File: src/rtl/wb_shared_bus.sv
// wb_shared_bus: Wishbone B3 shared-bus interconnect, up to 4 masters and 8 slaves.
//
// One master owns the bus at a time. Ownership is granted round-robin and held for
// the whole cyc burst, so locked read-modify-write sequences stay atomic. The owner's
// address is decoded against per-slave mask/base pairs; the lowest matching slave wins.
// A decode miss is answered by a registered one-cycle error.
//
// Optional feature macro: WB_BUS_TIMEOUT_EN
//   When defined, a 16-bit watchdog converts a transfer stalled for TIMEOUT_CYCLES
//   cycles into a one-cycle bus error (the slave strobe is dropped for that cycle).
//   When undefined, no watchdog is built and a stalled slave holds the bus.
//
// Ports:
//   clk_i, rst_n_i              bus clock, asynchronous active-low reset
//   m_cyc_i/m_stb_i/m_we_i      per-master cycle, strobe, write enable
//   m_sel_i/m_adr_i/m_dat_i     packed per-master byte selects, address, write data
//   m_dat_o                     read data, broadcast to every master
//   m_ack_o/m_err_o/m_rty_o     per-master terminations (only the owner sees non-zero)
//   s_cyc_o/s_stb_o             per-slave cycle and strobe
//   s_we_o/s_sel_o/s_adr_o/s_dat_o  broadcast owner request (zero while idle)
//   s_dat_i                     packed per-slave read data
//   s_ack_i/s_err_i/s_rty_i     per-slave terminations
//   gnt_o                       one-hot current owner

module wb_shared_bus #(
    parameter int unsigned NUM_MASTERS = 2,
    parameter int unsigned NUM_SLAVES  = 4,
    parameter int unsigned AW          = 32,
    parameter int unsigned DW          = 32,
    parameter logic [NUM_SLAVES*AW-1:0] SLV_BASE = {NUM_SLAVES{32'h0}},
    parameter logic [NUM_SLAVES*AW-1:0] SLV_MASK = {NUM_SLAVES{32'hF000_0000}},
    parameter int unsigned TIMEOUT_CYCLES = 255,
    localparam int unsigned SW = DW / 8
) (
    input  logic                      clk_i,
    input  logic                      rst_n_i,
    input  logic [NUM_MASTERS-1:0]    m_cyc_i,
    input  logic [NUM_MASTERS-1:0]    m_stb_i,
    input  logic [NUM_MASTERS-1:0]    m_we_i,
    input  logic [NUM_MASTERS*SW-1:0] m_sel_i,
    input  logic [NUM_MASTERS*AW-1:0] m_adr_i,
    input  logic [NUM_MASTERS*DW-1:0] m_dat_i,
    output logic [NUM_MASTERS*DW-1:0] m_dat_o,
    output logic [NUM_MASTERS-1:0]    m_ack_o,
    output logic [NUM_MASTERS-1:0]    m_err_o,
    output logic [NUM_MASTERS-1:0]    m_rty_o,
    output logic [NUM_SLAVES-1:0]     s_cyc_o,
    output logic [NUM_SLAVES-1:0]     s_stb_o,
    output logic                      s_we_o,
    output logic [SW-1:0]             s_sel_o,
    output logic [AW-1:0]             s_adr_o,
    output logic [DW-1:0]             s_dat_o,
    input  logic [NUM_SLAVES*DW-1:0]  s_dat_i,
    input  logic [NUM_SLAVES-1:0]     s_ack_i,
    input  logic [NUM_SLAVES-1:0]     s_err_i,
    input  logic [NUM_SLAVES-1:0]     s_rty_i,
    output logic [NUM_MASTERS-1:0]    gnt_o
);

    localparam int unsigned MW  = (NUM_MASTERS > 1) ? $clog2(NUM_MASTERS) : 1;
    localparam int unsigned SIW = (NUM_SLAVES > 1) ? $clog2(NUM_SLAVES) : 1;

    typedef enum logic [0:0] {StIdle, StBusy} state_e;

    state_e          state_q, state_d;
    logic [MW-1:0]   owner_q, owner_d;
    logic [MW-1:0]   last_q, last_d;
    logic            err_q, err_d;

    logic            busy;
    logic            own_cyc, own_stb, own_we;
    logic [AW-1:0]   own_adr;
    logic [DW-1:0]   own_dat;
    logic [SW-1:0]   own_sel;
    logic [NUM_SLAVES-1:0] match;
    logic            hit;
    logic [SIW-1:0]  slv_idx;
    logic            slv_active;
    logic            sel_ack, sel_err, sel_rty;
    logic [DW-1:0]   sel_dat;
    logic            wd_fire;

    // First requester after 'base', wrapping; 'base' itself is considered last.
    function automatic logic [MW-1:0] rr_pick(input logic [NUM_MASTERS-1:0] req,
                                              input logic [MW-1:0] base);
        logic        found;
        int unsigned idx;
        rr_pick = base;
        found   = 1'b0;
        for (int unsigned k = 1; k <= NUM_MASTERS; k++) begin
            idx = (32'(base) + k) % NUM_MASTERS;
            if (!found && req[idx]) begin
                rr_pick = MW'(idx);
                found   = 1'b1;
            end
        end
    endfunction

    // Owner request mux and address decode.
    always_comb begin
        busy    = (state_q == StBusy);
        own_cyc = busy & m_cyc_i[owner_q];
        own_stb = own_cyc & m_stb_i[owner_q];
        own_we  = busy & m_we_i[owner_q];
        own_adr = busy ? m_adr_i[int'(owner_q)*AW +: AW] : '0;
        own_dat = busy ? m_dat_i[int'(owner_q)*DW +: DW] : '0;
        own_sel = busy ? m_sel_i[int'(owner_q)*SW +: SW] : '0;

        match = '0;
        for (int i = 0; i < int'(NUM_SLAVES); i++) begin
            match[i] = ((own_adr & SLV_MASK[i*AW +: AW]) ==
                        (SLV_BASE[i*AW +: AW] & SLV_MASK[i*AW +: AW]));
        end
        hit = |match;

        // Scan downwards so the lowest matching index is left in slv_idx.
        slv_idx = '0;
        for (int i = int'(NUM_SLAVES) - 1; i >= 0; i--) begin
            if (match[i]) slv_idx = SIW'(i);
        end

        slv_active = own_cyc & hit;
        sel_ack    = slv_active & s_ack_i[slv_idx];
        sel_err    = slv_active & s_err_i[slv_idx];
        sel_rty    = slv_active & s_rty_i[slv_idx];
        sel_dat    = slv_active ? s_dat_i[int'(slv_idx)*DW +: DW] : '0;
    end

`ifdef WB_BUS_TIMEOUT_EN
    localparam logic [15:0] WdLimit = 16'(TIMEOUT_CYCLES);

    logic [15:0] wd_cnt_q, wd_cnt_d;
    logic        sel_term;

    // An owner change always passes through a cycle with the old owner's cyc low,
    // so clearing on stb low also covers owner changes.
    always_comb begin
        sel_term = sel_ack | sel_err | sel_rty | err_q;
        wd_fire  = own_stb & (wd_cnt_q == WdLimit);
        wd_cnt_d = '0;
        if (own_stb && !sel_term && !wd_fire) begin
            wd_cnt_d = wd_cnt_q + 16'd1;
        end
    end

    always_ff @(posedge clk_i or negedge rst_n_i) begin
        if (!rst_n_i) begin
            wd_cnt_q <= '0;
        end else begin
            wd_cnt_q <= wd_cnt_d;
        end
    end
`else
    logic unused_timeout;
    assign unused_timeout = ^16'(TIMEOUT_CYCLES);
    assign wd_fire        = 1'b0;
`endif

    // Arbitration FSM next state.
    always_comb begin
        state_d = state_q;
        owner_d = owner_q;
        last_d  = last_q;
        err_d   = own_stb & ~hit & ~err_q;
        unique case (state_q)
            StIdle: begin
                if (|m_cyc_i) begin
                    owner_d = rr_pick(m_cyc_i, last_q);
                    state_d = StBusy;
                end
            end
            StBusy: begin
                if (!m_cyc_i[owner_q]) begin
                    last_d = owner_q;
                    if (|m_cyc_i) begin
                        owner_d = rr_pick(m_cyc_i, owner_q);
                    end else begin
                        state_d = StIdle;
                    end
                end
            end
            default: state_d = StIdle;
        endcase
    end

    always_ff @(posedge clk_i or negedge rst_n_i) begin
        if (!rst_n_i) begin
            state_q <= StIdle;
            owner_q <= MW'(NUM_MASTERS - 1);
            last_q  <= MW'(NUM_MASTERS - 1);
            err_q   <= 1'b0;
        end else begin
            state_q <= state_d;
            owner_q <= owner_d;
            last_q  <= last_d;
            err_q   <= err_d;
        end
    end

    // Bus outputs.
    always_comb begin
        s_cyc_o = '0;
        s_stb_o = '0;
        if (slv_active) begin
            s_cyc_o[slv_idx] = 1'b1;
            s_stb_o[slv_idx] = own_stb & ~wd_fire;
        end
        s_we_o  = own_we;
        s_sel_o = own_sel;
        s_adr_o = own_adr;
        s_dat_o = own_dat;

        gnt_o   = '0;
        m_ack_o = '0;
        m_err_o = '0;
        m_rty_o = '0;
        if (busy) begin
            gnt_o[owner_q]   = 1'b1;
            m_ack_o[owner_q] = sel_ack;
            m_err_o[owner_q] = sel_err | err_q | wd_fire;
            m_rty_o[owner_q] = sel_rty;
        end
        m_dat_o = {NUM_MASTERS{sel_dat}};
    end

endmodule

File: config.mk
export PLATFORM = sky130hd
export DESIGN_NAME = wb_shared_bus
export DESIGN_NICKNAME = d
export VERILOG_FILES = /design/src/rtl/wb_shared_bus.sv
export SDC_FILE = /design/constraint.sdc
export NUM_CORES = 1
export LEC_CHECK = 0
export ABC_AREA = 1
export ABC_CLOCK_PERIOD_IN_PS = 2250
export CORE_AREA = 2 2 168 170
export CTS_CLUSTER_SIZE = 10
export DETAILED_ROUTE_END_ITERATION = 8
export DIE_AREA = 0 0 170 172
export GPL_TIMING_DRIVEN = 0
export HOLD_SLACK_MARGIN = 0.03
export PLACE_DENSITY_LB_ADDON = 0.15
export SLEW_MARGIN = 20
export SYNTH_ARGS = -nofsm -noshare
export SYNTH_HDL_FRONTEND = slang
export SYNTH_SLANG_ARGS = --single-unit
File: constraint.sdc
create_clock -name clk_i -period 2.25 [get_ports clk_i]
set_clock_uncertainty 0.1 [all_clocks]
set_input_delay 0.45 -clock clk_i [delete_from_list [all_inputs] [get_ports clk_i]]
set_output_delay 0.45 -clock clk_i [all_outputs]
set_load 0.01 [all_outputs]
==> flow_summary.yaml <==
sta:
  report.final.hold_viol_count: 0
  drv_slew: 0
  rsz0062_at_grt: "yes"
  finalCriticalPeriod_ns: 2.60
  timing.final.ws_setup_ns: -0.349
  setup_viol: 73
  period_share: 1.16
  max_freq_mhz: 385
  totalNegativeSetupSlack_ns: -20.16
  hold_ws_ns: 0.329
power_and_ir_drop:
  power.leakage_uw: 0.00292
  clock_power_share: 0.068
  p_per_area_mw_per_mm2: 690
  pwr-share-seq: 0.031
  p_switching_uw: 1750
  vdd_drop_max_v: 0.000295
  swShare: 0.426
  comb_power_share: 0.901
  internal_power_uw: 2350
setup_path:
  rr_endpoint: "err_q"
  path_cells: "buf_8 > clkinv_8 > nand3_4 > nand2_4 > nor2_4 > nand2_4 > nor2_8 > clkinv_8 > buf_16 > nor2_4 > buf_4 > buf_6"
  cp-endpoint: "m_dat_o[38]"
  cpPeakStageDelay_ns: 0.52
  cp.depth: 12
  worstPathMaxFanout: 8
  r2r-start: "owner_q"
  crit_arrival_ns: 2.05
  cp_num_buf_inv: 6
  cp.required_ns: 1.70
  worstSetupPathType: "register to primary output"
  crit_family: "buffers and inverters"
  critPathLaunchType: "register"
  end_kind: "primary output"
  reg2reg_slack_ns: 0.50
  cp_slowest_cell: "dfstp_2"
  critical_path.startpoint: "owner_q"
  r2r_cells: 9
yosys:
  syn_inst: 246
  synth_top_cell_by_area: "a22o_1"
  synth_top_area_frac: 0.302
  netlist_area_mm2: 0.00188
  syn-mean-instance-area_um2: 7.66
  synthTopCellsByArea: "a22o_1, nor2_4, buf_4"
  ys_seq_area_frac: 0.0544
  ys_warn_count: 0
  ys_seq_elements: 4
  synth_cell_types: 27
routing:
  wire_per_inst_um: 13.1
  drc: 0
  drt_iter0_markers: 64
  via_count: 3044
  post_drt_via_cell_ratio: 3.21
  drt-pass1-iter-count: 4
  ant_nets: 0
  routed_wl_um: 12400
clocking:
  ctsHtreeMaxLevel: 1
  clk_pin_slew_ns: 0.03
  numCtsBuffers: 3
  clock_sinks: 4
  clk_path_buf_depth: 2
  insertion_delay_ns: 0.23
  cts_tree: "built"
  root_buffer: "clkbuf_16"
run_status:
  status: "finished, violations left"
  violations: "setup timing"
cells_and_area:
  fillers: 3053
  fin_nets: 886
  final_util: 0.217
  drive_above_1_share: 0.447
  area_growth_pct: 216
floorplan:
  initial_core_util: 0.0686
  coreArea_mm2: 0.0275
  die_area_mm2: 0.0292
  rows: 61
  fp.dieW_um: 170
  io_pins: 433
  chipHeight_um: 172
grt:
  grt_overflow: 0
  grt_pass1_vias: 3053
  grt_antenna_before_repair: 2
  grt_usage: 0.0761
  grt_start_max_net_pins: 11
  grt_pass1_wl_um: 17100
job:
  drv_cap: 0
place:
  place_ws_ns: -0.855
  gp_congestion: 0.794
  dp_hpwl_um: 10800
  io_buffers: 321
min_path:
  hold_path_class: "input pin to asynchronous set/reset pin"
==> power groups by stage <==
stage	combinational (uW)	clock [uW]	sequential, uW
floorplan	1640	0	121
global placement	3510	0	124
detailed placement	3500	0	123
CTS	3790	282	126
global route	3980	289	130
finish	3700	279	126
==> cells in the final DEF (no fill, tap or decap), types with 2 or more instances in the layout <==
| cell | netlist | layout |
|---|---|---|
| nand2_4 | 1 | 4 |
| clkbuf_2 | 0 | 44 |
| dfstp_2 | 2 | 2 |
| buf_6 | 2 | 86 |
| dfrtp_1 | 2 | 2 |
| buf_4 | 39 | 41 |
| clkbuf_16 | 0 | 4 |
| a21oi_1 | 3 | 3 |
| buf_12 | 3 | 5 |
| dlygate4sd2_1 | 0 | 5 |
| dlymetal6s2s_1 | 0 | 16 |
| buf_2 | 7 | 19 |
| nor2_4 | 33 | 34 |
| nand3_1 | 4 | 3 |
| nand2_1 | 12 | 9 |
| buf_8 | 0 | 5 |
| clkinv_8 | 0 | 2 |
| inv_1 | 35 | 35 |
| clkdlybuf4s15_2 | 0 | 3 |
| a22o_1 | 65 | 65 |
| nand2_2 | 5 | 5 |
| nor2_2 | 1 | 3 |
| nand3_2 | 2 | 2 |
| inv_2 | 3 | 2 |
| clkdlybuf4s50_1 | 0 | 176 |
| conb_1 | 1 | 6 |
| o21ai_0 | 5 | 5 |
| buf_16 | 0 | 2 |
| nor2_1 | 7 | 4 |
==> logic make-up (layout without fill, tap and decap cells) <==
| family | Yosys count | in the layout | share of synthesized area |
|---|---|---|---|
| buffers and inverters | 99 | 448 | 0.317 |
| AOI/OAI and AO/OA | 74 | 74 | 0.326 |
| and+or+nand+nor | 68 | 68 | 0.300 |
| DFF | 4 | 4 | 0.0544 |
| other | 1 | 7 | 0.00199 |
==> metrics by stage <==
step / power, uW / cell area [um^2] / instances
finish: 4100 / 5950 / 947
detailed placement: 3620 / 5550 / 918
global route: 4400 / 5950 / 946
CTS: 4200 / 5920 / 935
global placement: 3640 / 5550 / 918
floorplan: 1760 / 1900 / 251
==> sequential cells by signal (all words and copies together), names as in the netlist <==
register and cells:
busy 1, err_q 1, last_q 1, owner_q 1
==> synthesized netlist by cell type <==
cell type and count:
a21oi_1 3, a22o_1 65, buf_1 1, buf_12 3
buf_2 7, buf_4 39, buf_6 2, clkbuf_1 6
conb_1 1, dfrtp_1 2, dfstp_2 2, inv_1 35
inv_2 3, inv_4 3, nand2_1 12, nand2_2 5
nand2_4 1, nand3_1 4, nand3_2 2, nand4_1 1
nor2_1 7, nor2_2 1, nor2_4 33, nor2_8 1
nor3b_1 1, o21ai_0 5, o21ai_1 1
==> area by class of cell <==
cell class | instances | area, um^2 | share of cell area
antenna | 1 | 2.50 | 0.000421
clock buffer | 3 | 75.1 | 0.0126
sequential | 4 | 103 | 0.0172
tap | 346 | 433 | 0.0728
buffer | 58 | 642 | 0.108
timing repair buffer | 346 | 3260 | 0.548
multi-input combinational | 148 | 1250 | 0.210
inverter | 41 | 186 | 0.0313
==> metal layers <==
layer,part of all wire,track usage
met5,0.0010,0
met4,0.0065,0.0111
met3,0.088,0.0259
met2,0.59,0.160
met1,0.31,0.0710
==> worst register-to-register path: cells and delay by family (launching register included) <==
kind / cells / cell delay (ns)
flops: 1 / 0.52
buf+inv: 4 / 0.52
simple gates: 5 / 0.51
==> what timing repair did <==
item,CTS,global route
setup endpoints to repair,141,136
gates resized for setup,440,154
hold buffers,0,0
setup buffers,11,13
pin swaps,10,13
cloned,3,0
==> how the worst min path moves through the flow <==
stage,to,cells past startpoint
after global placement,err_q,1
after detailed placement,err_q,1
final,busy,1
after CTS,busy,1
after floorplan,busy,0
after global routing,err_q,1
Power figures use the tool's default switching activity.
